[config.mk]
export PLATFORM = sky130hd
export DESIGN_NAME = mem_arbiter
export DESIGN_NICKNAME = d
export VERILOG_FILES = /design/src/rtl/mem_arbiter.sv
export SDC_FILE = /design/constraint.sdc
export NUM_CORES = 1
export LEC_CHECK = 0
export ABC_AREA = 0
export ABC_CLOCK_PERIOD_IN_PS = 7100
export CAP_MARGIN = 30
export CORE_UTILIZATION = 30
export CTS_CLUSTER_DIAMETER = 200
export DETAILED_ROUTE_END_ITERATION = 12
export GPL_TIMING_DRIVEN = 0
export PLACE_DENSITY = 0.56
export SETUP_SLACK_MARGIN = 0.05
export SLEW_MARGIN = 20
export SYNTH_ARGS = -nofsm -noshare
export SYNTH_HDL_FRONTEND = slang
export SYNTH_SLANG_ARGS = --single-unit
[constraint.sdc]
create_clock -name clk_in -period 7.1 [get_ports clk_in]
set_clock_uncertainty 0.05 [all_clocks]
set_input_delay 0.71 -clock clk_in [delete_from_list [all_inputs] [get_ports clk_in]]
set_output_delay 0.71 -clock clk_in [all_outputs]
set_load 0.005 [all_outputs]
[src/rtl/mem_arbiter.sv]
// Round-robin multi-port arbiter that serialises 1/2/4-byte requests into byte beats on an 8-bit bus.
// Optional `MEM_ARB_IO_STALL_EN holds IO-space write beats while io_buffer_full is set.
module mem_arbiter #(
  parameter int NUM_PORTS = 2,
  parameter int ADDR_W    = 32,
  parameter int DATA_W    = 32
) (
  input  logic                        clk_in,
  input  logic                        rst_in,
  input  logic                        rdy_in,
  input  logic [NUM_PORTS-1:0]        req_valid,
  input  logic [NUM_PORTS-1:0]        req_we,
  input  logic [2*NUM_PORTS-1:0]      req_len,
  input  logic [ADDR_W*NUM_PORTS-1:0] req_addr,
  input  logic [DATA_W*NUM_PORTS-1:0] req_wdata,
  output logic [NUM_PORTS-1:0]        resp_done,
  output logic [DATA_W-1:0]           resp_rdata,
  output logic                        busy,
  input  logic [7:0]                  mem_din,
  output logic [7:0]                  mem_dout,
  output logic [31:0]                 mem_a,
  output logic                        mem_wr,
  input  logic                        io_buffer_full
);

  localparam int PW = (NUM_PORTS > 1) ? $clog2(NUM_PORTS) : 1;

  typedef enum logic [1:0] {S_IDLE, S_RD, S_WR, S_DONE} state_t;

  state_t              r_state;
  state_t              w_next;
  logic [PW-1:0]       r_ptr;
  logic [PW-1:0]       r_port;
  logic [2:0]          r_len;
  logic [2:0]          r_step;
  logic                r_replay;
  logic [ADDR_W-1:0]   r_addr;
  logic [DATA_W-1:0]   r_wdata;
  logic [DATA_W-1:0]   r_rdata;

  logic                w_gnt_hit;
  logic [PW-1:0]       w_gnt_port;
  logic [1:0]          w_gnt_len;
  logic [2:0]          w_gnt_bytes;
  logic [2:0]          w_off;
  logic [ADDR_W-1:0]   w_beat_addr;
  logic [1:0]          w_cap_idx;
  logic                w_io_hold;
  logic                w_adv;

  // First pending port strictly after the last granted one.
  always_comb begin
    // NOTE: every comb output gets a default first, so no latch can be inferred.
    w_gnt_hit  = 1'b0;
    w_gnt_port = '0;
    for (int i = 1; i <= NUM_PORTS; i++) begin
      if (!w_gnt_hit && req_valid[(int'(r_ptr) + i) % NUM_PORTS]) begin
        w_gnt_hit  = 1'b1;
        w_gnt_port = PW'((int'(r_ptr) + i) % NUM_PORTS);
      end
    end
  end

  assign w_gnt_len = req_len[2*w_gnt_port +: 2];

  always_comb begin
    case (w_gnt_len)
      2'd0:    w_gnt_bytes = 3'd1;
      2'd1:    w_gnt_bytes = 3'd2;
      default: w_gnt_bytes = 3'd4;
    endcase
  end

  // After a pause in RD the previous byte's address is replayed, since its return was lost.
  assign w_off       = r_replay ? (r_step - 3'd1) : r_step;
  assign w_beat_addr = r_addr + ADDR_W'(w_off);
  assign w_cap_idx   = 2'(r_step - 3'd1);

`ifdef MEM_ARB_IO_STALL_EN
  assign w_io_hold = (r_state == S_WR) && (w_beat_addr[17:16] == 2'b11) && io_buffer_full;
`else
  logic w_unused_io_full;
  assign w_unused_io_full = io_buffer_full;
  assign w_io_hold        = 1'b0;
`endif

  assign w_adv = rdy_in && !w_io_hold;

  always_comb begin
    w_next     = r_state;
    resp_done  = '0;
    resp_rdata = '0;
    busy       = 1'b0;
    mem_dout   = 8'h00;
    mem_a      = 32'h0;
    mem_wr     = 1'b0;
    case (r_state)
      S_IDLE: begin
        if (rdy_in && w_gnt_hit)
          w_next = req_we[w_gnt_port] ? S_WR : S_RD;
      end
      S_RD: begin
        busy = 1'b1;
        if ((r_step < r_len) || r_replay)
          mem_a = 32'(w_beat_addr);
        if (rdy_in && !r_replay && (r_step == r_len))
          w_next = S_DONE;
      end
      S_WR: begin
        busy     = 1'b1;
        mem_a    = 32'(w_beat_addr);
        mem_dout = r_wdata[8*r_step[1:0] +: 8];
        mem_wr   = w_adv;
        if (w_adv && (r_step == r_len - 3'd1))
          w_next = S_DONE;
      end
      S_DONE: begin
        busy              = 1'b1;
        resp_rdata        = r_rdata;
        resp_done[r_port] = rdy_in;
        if (rdy_in)
          w_next = S_IDLE;
      end
      default: w_next = S_IDLE;
    endcase
  end

  always_ff @(posedge clk_in or posedge rst_in) begin
    if (rst_in) begin
      r_state  <= S_IDLE;
      r_ptr    <= PW'(NUM_PORTS - 1);
      r_port   <= '0;
      r_len    <= 3'd1;
      r_step   <= 3'd0;
      r_replay <= 1'b0;
      r_addr   <= '0;
      r_wdata  <= '0;
      r_rdata  <= '0;
    end else begin
      // NOTE: sequential state uses non-blocking assignments only.
      r_state <= w_next;
      if (rdy_in) begin
        case (r_state)
          S_IDLE: begin
            if (w_gnt_hit) begin
              r_ptr    <= w_gnt_port;
              r_port   <= w_gnt_port;
              r_len    <= w_gnt_bytes;
              r_step   <= 3'd0;
              r_replay <= 1'b0;
              r_addr   <= req_addr[ADDR_W*w_gnt_port +: ADDR_W];
              r_wdata  <= req_wdata[DATA_W*w_gnt_port +: DATA_W];
              r_rdata  <= '0;
            end
          end
          S_RD: begin
            if (r_replay) begin
              r_replay <= 1'b0;
            end else begin
              if (r_step != 3'd0)
                r_rdata[8*w_cap_idx +: 8] <= mem_din;
              if (r_step != r_len)
                r_step <= r_step + 3'd1;
            end
          end
          S_WR: begin
            if (!w_io_hold)
              r_step <= r_step + 3'd1;
          end
          default: ;
        endcase
      end else if ((r_state == S_RD) && (r_step != 3'd0)) begin
        r_replay <= 1'b1;
      end
    end
  end

endmodule

==> results of run 1 <==
==> flip-flops by register name (all words and copies together) (netlist names) <==
signal,flops
r_step,3
r_len,3
r_replay,1
r_addr,32
r_port,1
r_ptr,1
r_wdata,32
r_state,2
r_rdata,32
==> synthesized netlist by cell type, drive strengths merged (5+ instances only) <==
cell type	number	area share
a21bo	16	0.024
a21oi	17	0.013
a22o	8	0.011
and2	42	0.040
and4	5	0.0066
buf	13	0.0097
clkbuf	28	0.016
dfrtp	105	0.40
ha	17	0.032
inv	26	0.015
mux2i	85	0.13
mux4	8	0.027
nand2	95	0.054
nand3	23	0.017
nand3b	8	0.0091
nand4	24	0.023
nor2	18	0.010
nor4	10	0.0095
o21ai	76	0.058
o31ai	10	0.013
or4	10	0.012
xnor2	8	0.011
xor2	6	0.0080
==> worst max-delay path by stage <==
stage | start | end | slack [ns] | depth (start not counted)
floorplan | rst_in | r_addr[0] | 3.53 | 1
global placement | rst_in | r_addr[3] | 1.54 | 2
detailed placement | r_step[1] | mem_a[30] | 2.00 | 11
CTS | r_step[1] | mem_a[30] | 1.60 | 11
global route | r_step[1] | mem_a[28] | 1.30 | 11
finish | r_step[1] | mem_a[30] | 1.62 | 11
==> through the flow <==
step | worst slack (ns) | power (mW) | utilization | hold WS (ns)
2_1_floorplan | 3.53 | 1.88 | - | 0.395
3_3_place_gp | 1.54 | 2.47 | 0.430 | 0.407
3_5_place_dp | 2.00 | 2.51 | 0.433 | 0.415
4_1_cts | 1.60 | 3.07 | 0.448 | 0.434
5_1_grt | 1.30 | 3.28 | 0.448 | 0.452
6_report | 1.62 | 3.04 | 0.448 | 0.427
==> placed cells by master (no fill, tap or decap), types with 6 or more instances in the layout <==
master / instances
a21bo_2: 16
a21oi_1: 17
a22o_1: 8
and2_1: 42
buf_2: 13
clkbuf_1: 28
clkbuf_16: 9
clkdlybuf4s50_1: 222
dfrtp_1: 105
ha_1: 17
inv_1: 25
mux2i_1: 85
mux4_2: 8
nand2_1: 95
nand3_1: 23
nand3b_1: 8
nand4_1: 24
nor2_1: 18
nor4_1: 7
o21ai_0: 76
o31ai_1: 8
or4_1: 9
xnor2_1: 8
xor2_1: 6
==> layout make-up <==
type / count / area share
Sequential cell: 107 / 0.281
Timing Repair Buffer: 224 / 0.236
Clock buffer: 10 / 0.0251
Tap cell: 275 / 0.0361
Multi-Input combinational cell: 521 / 0.384
Clock inverter: 6 / 0.00879
Inverter: 26 / 0.0108
Buffer: 41 / 0.0177
==> metal layers <==
metal | vias up | GRT usage | share of wire
met5 | - | 0 | 0
li1 | 2955 | - | -
met1 | 2861 | 0.263 | 0.47
met4 | 0 | 0.0480 | 0.012
met2 | 154 | 0.317 | 0.48
met3 | 15 | 0.0348 | 0.042
==> worst reg2reg max path, delay by kind of cell, from the launching register on <==
kind | cells | cell delay [ns]
AOI/OAI and AO/OA | 2 | 0.84
and+or+nand+nor | 2 | 0.50
DFF | 1 | 0.42
adders and majority gates | 1 | 0.26
buffers and inverters | 2 | 0.81
==> power by group <==
| group | switching (mW) | internal [mW] | total (mW) |
|---|---|---|---|
| Sequential | 0.192 | 0.819 | 1.01 |
| Clock | 0.257 | 0.292 | 0.549 |
| Combinational | 0.795 | 0.684 | 1.48 |
==> cells by family after synthesis <==
group	synth area share
compound gates	0.138
fa+ha+maj	0.0353
buf+inv	0.0404
mux	0.162
flops	0.407
simple gates	0.196
xor+xnor	0.0222
==> summary.txt, run 1 <==
Placed design
  – Detailed placement HPWL: 16200 um
  – # placed instances: approximately 1200
  – Count of buffers inserted at the top-level ports: roughly 220
  – GP Congestion: 0.826
  – Standard cell area after detailed placement: 9210 sq um

Clock tree
  – Inserted Clock Buffers: 9
  – Number of buffers inserted to repair setup after CTS: 0
  – Maximum root-to-sink buffer count: 2
  – Root Buffer: clkbuf_16
  – Clock H-tree levels: 3
  – Clock latency on the worst-skew pair: 0.36 ns
  – CTS tree: built
  – CTS Hold Buffers Added: 0
  – Number of resized instances in the post-cts repair step: 0
  – Clock-pin slew reported for the worst setup and hold paths after clock tree synthesis: 0.08 ns
  – Number of sinks driven by the clock tree: 107

Run
  – Maximum capacitance violations: 0

Hold path
  – Cell depth of the worst min-delay path: 2
  – Worst Hold End: r_wdata[19]
  – Worst Min Path Start: r_wdata[19]
  – Worst min-delay path class: reg -> reg

Floorplan
  – Starting Density: 0.310
  – Cell Rows: 53
  – Die ar.: around 23000 sq um
  – Number of placed I/O pins: 224
  – Die Wd: 150 um
  – Die Span Y: about 150 um
  – Area of the core: 21300 sq um

GRT
  – Total global-route track usage: 0.194
  – Final global-route overflow total: 0
  – Initial antenna violation count: 0
  – Wire length of the first global-routing pass: 33100 um
  – Number of global-route vias before repair: ~6000
  – Pin count of the biggest net entering global routing: 67

Pwr
  – Static Leakage: 4.00 nW
  – Peak supply drop: roughly 0.15 mV
  – Power Dens Cells: approximately 320 nW/um^2

Setup path
  – RR Endpoint: r_rdata[23]
  – Maximum fanout along the worst path: 10
  – Nature of the critical path startpoint: register
  – Required time of the critical path: 6.34 ns
  – Worst reg2reg setup slack: 4.11 ns
  – Critical-path top delay cell: clkbuf_1
  – CP arrival: 4.72 ns
  – Reg-to-Reg Start: r_step[1]
  – Cell family contributing the most delay on the critical path: buffers and inverters
  – Crit Path Category: reg -> out
  – Endpoint class of the critical path: primary output
  – Cell breakdown of the critical path: clkbuf_1 > inv_1 > ha_1 > mux2i_1 > fa_1 > a21o_1 > nand2_1 > clkbuf_1 > nor4_1 > mux2i_1 > clkdlybuf4s50_1
  – Depth of the worst register-to-register path: 7
  – Buffer and inverter count on the worst path: 4
  – Worst path max stage delay: ~0.56 ns

Layout
  – Share of layout cells above drive strength 1: 0.0727
  – Fin cells: 1210
  – Sequential Area: 2680 sq um
  – Filler cell count: 2148
  – Area occupied by multi-input gates: ~3700 sq um
  – Design area: 9540 sq um
  – Count of inserted antenna diode cells: 0
  – Nets@finish: 1096
  – Area growth syn-to-layout: 44.7%

Drt
  – Final Routed Wirelength: 20900 um
  – Detailed Routing Iterations Pass 1: 4
  – Post-DRT Antenna Nets: 0
  – Via-to-Cell Ratio: 4.95
  – Number of DRC violations after detailed-routing iteration 0: about 290
  – Total DRC errors in the routed layout: 0
  – Via Count: 5985
  – Routed WL per cell: 17.3 um

Synth
  – Post-Syn Nets: 861
  – Fraction of registers with async set/reset: 1.00
  – Number of register bits inferred by synthesis: 107
  – Count of yosys warnings during synthesis: 0
  – Fraction of the yosys area taken by sequential cells: 0.407
  – Mapped cell area: 6590 sq um
  – Count of flip-flops with a built-in enable after synthesis: 0
  – Number of distinct standard cells referenced by the synthesized netlist: 47
  – Average instance area after synthesis: 9.48 sq um
  – Syn Inst Count: 695
  – Commonest register cell after synthesis: dfrtp_1

Status
  – Run status: finished, final reports clean

STA
  – Achievable clock frequency: 0.183 GHz
  – Transition time of the tightest slew-check pin: 0.964 ns
  – Number of pins exceeding their max-slew limit in the final report: 0
  – Final hold vios: 0
  – Setup-violating endpoint count in the final report: 0
  – Unrepaired setup endpoints after global routing: false
  – Fin crit period: 5.48 ns
  – Slew Limit Headroom: 0.354
  – Setup TNS: 0 ns
  – Fin crit share: 0.772
No activity file was read; power rests on OpenSTA's default activity.
==> run 2: changes to the inputs <==
--- a/config.mk
+++ b/config.mk
@@ -6,7 +6,7 @@
 export NUM_CORES = 1
 export LEC_CHECK = 0
 export ABC_AREA = 0
-export ABC_CLOCK_PERIOD_IN_PS = 7100
+export ABC_CLOCK_PERIOD_IN_PS = 5800
 export CAP_MARGIN = 30
 export CORE_UTILIZATION = 30
 export CTS_CLUSTER_DIAMETER = 200
==> constraint.sdc (replaced) <==
create_clock -name clk_in -period 5.8 [get_ports clk_in]
set_clock_uncertainty 0.05 [all_clocks]
set_input_delay 0.58 -clock clk_in [delete_from_list [all_inputs] [get_ports clk_in]]
set_output_delay 0.58 -clock clk_in [all_outputs]
set_load 0.005 [all_outputs]
==> results of run 2 <==
The final DEF is identical to that of run 1. Status: finished, final reports clean.
Among the figures that moved: setup slack after placement 2.00 ns -> 0.826 ns; setup slack after layout 1.62 ns -> 0.452 ns; register-to-register setup slack 4.11 ns -> 2.81 ns; total power 3.04 mW -> 3.72 mW; worst IR drop on VDD 0.146 mV -> 0.179 mV
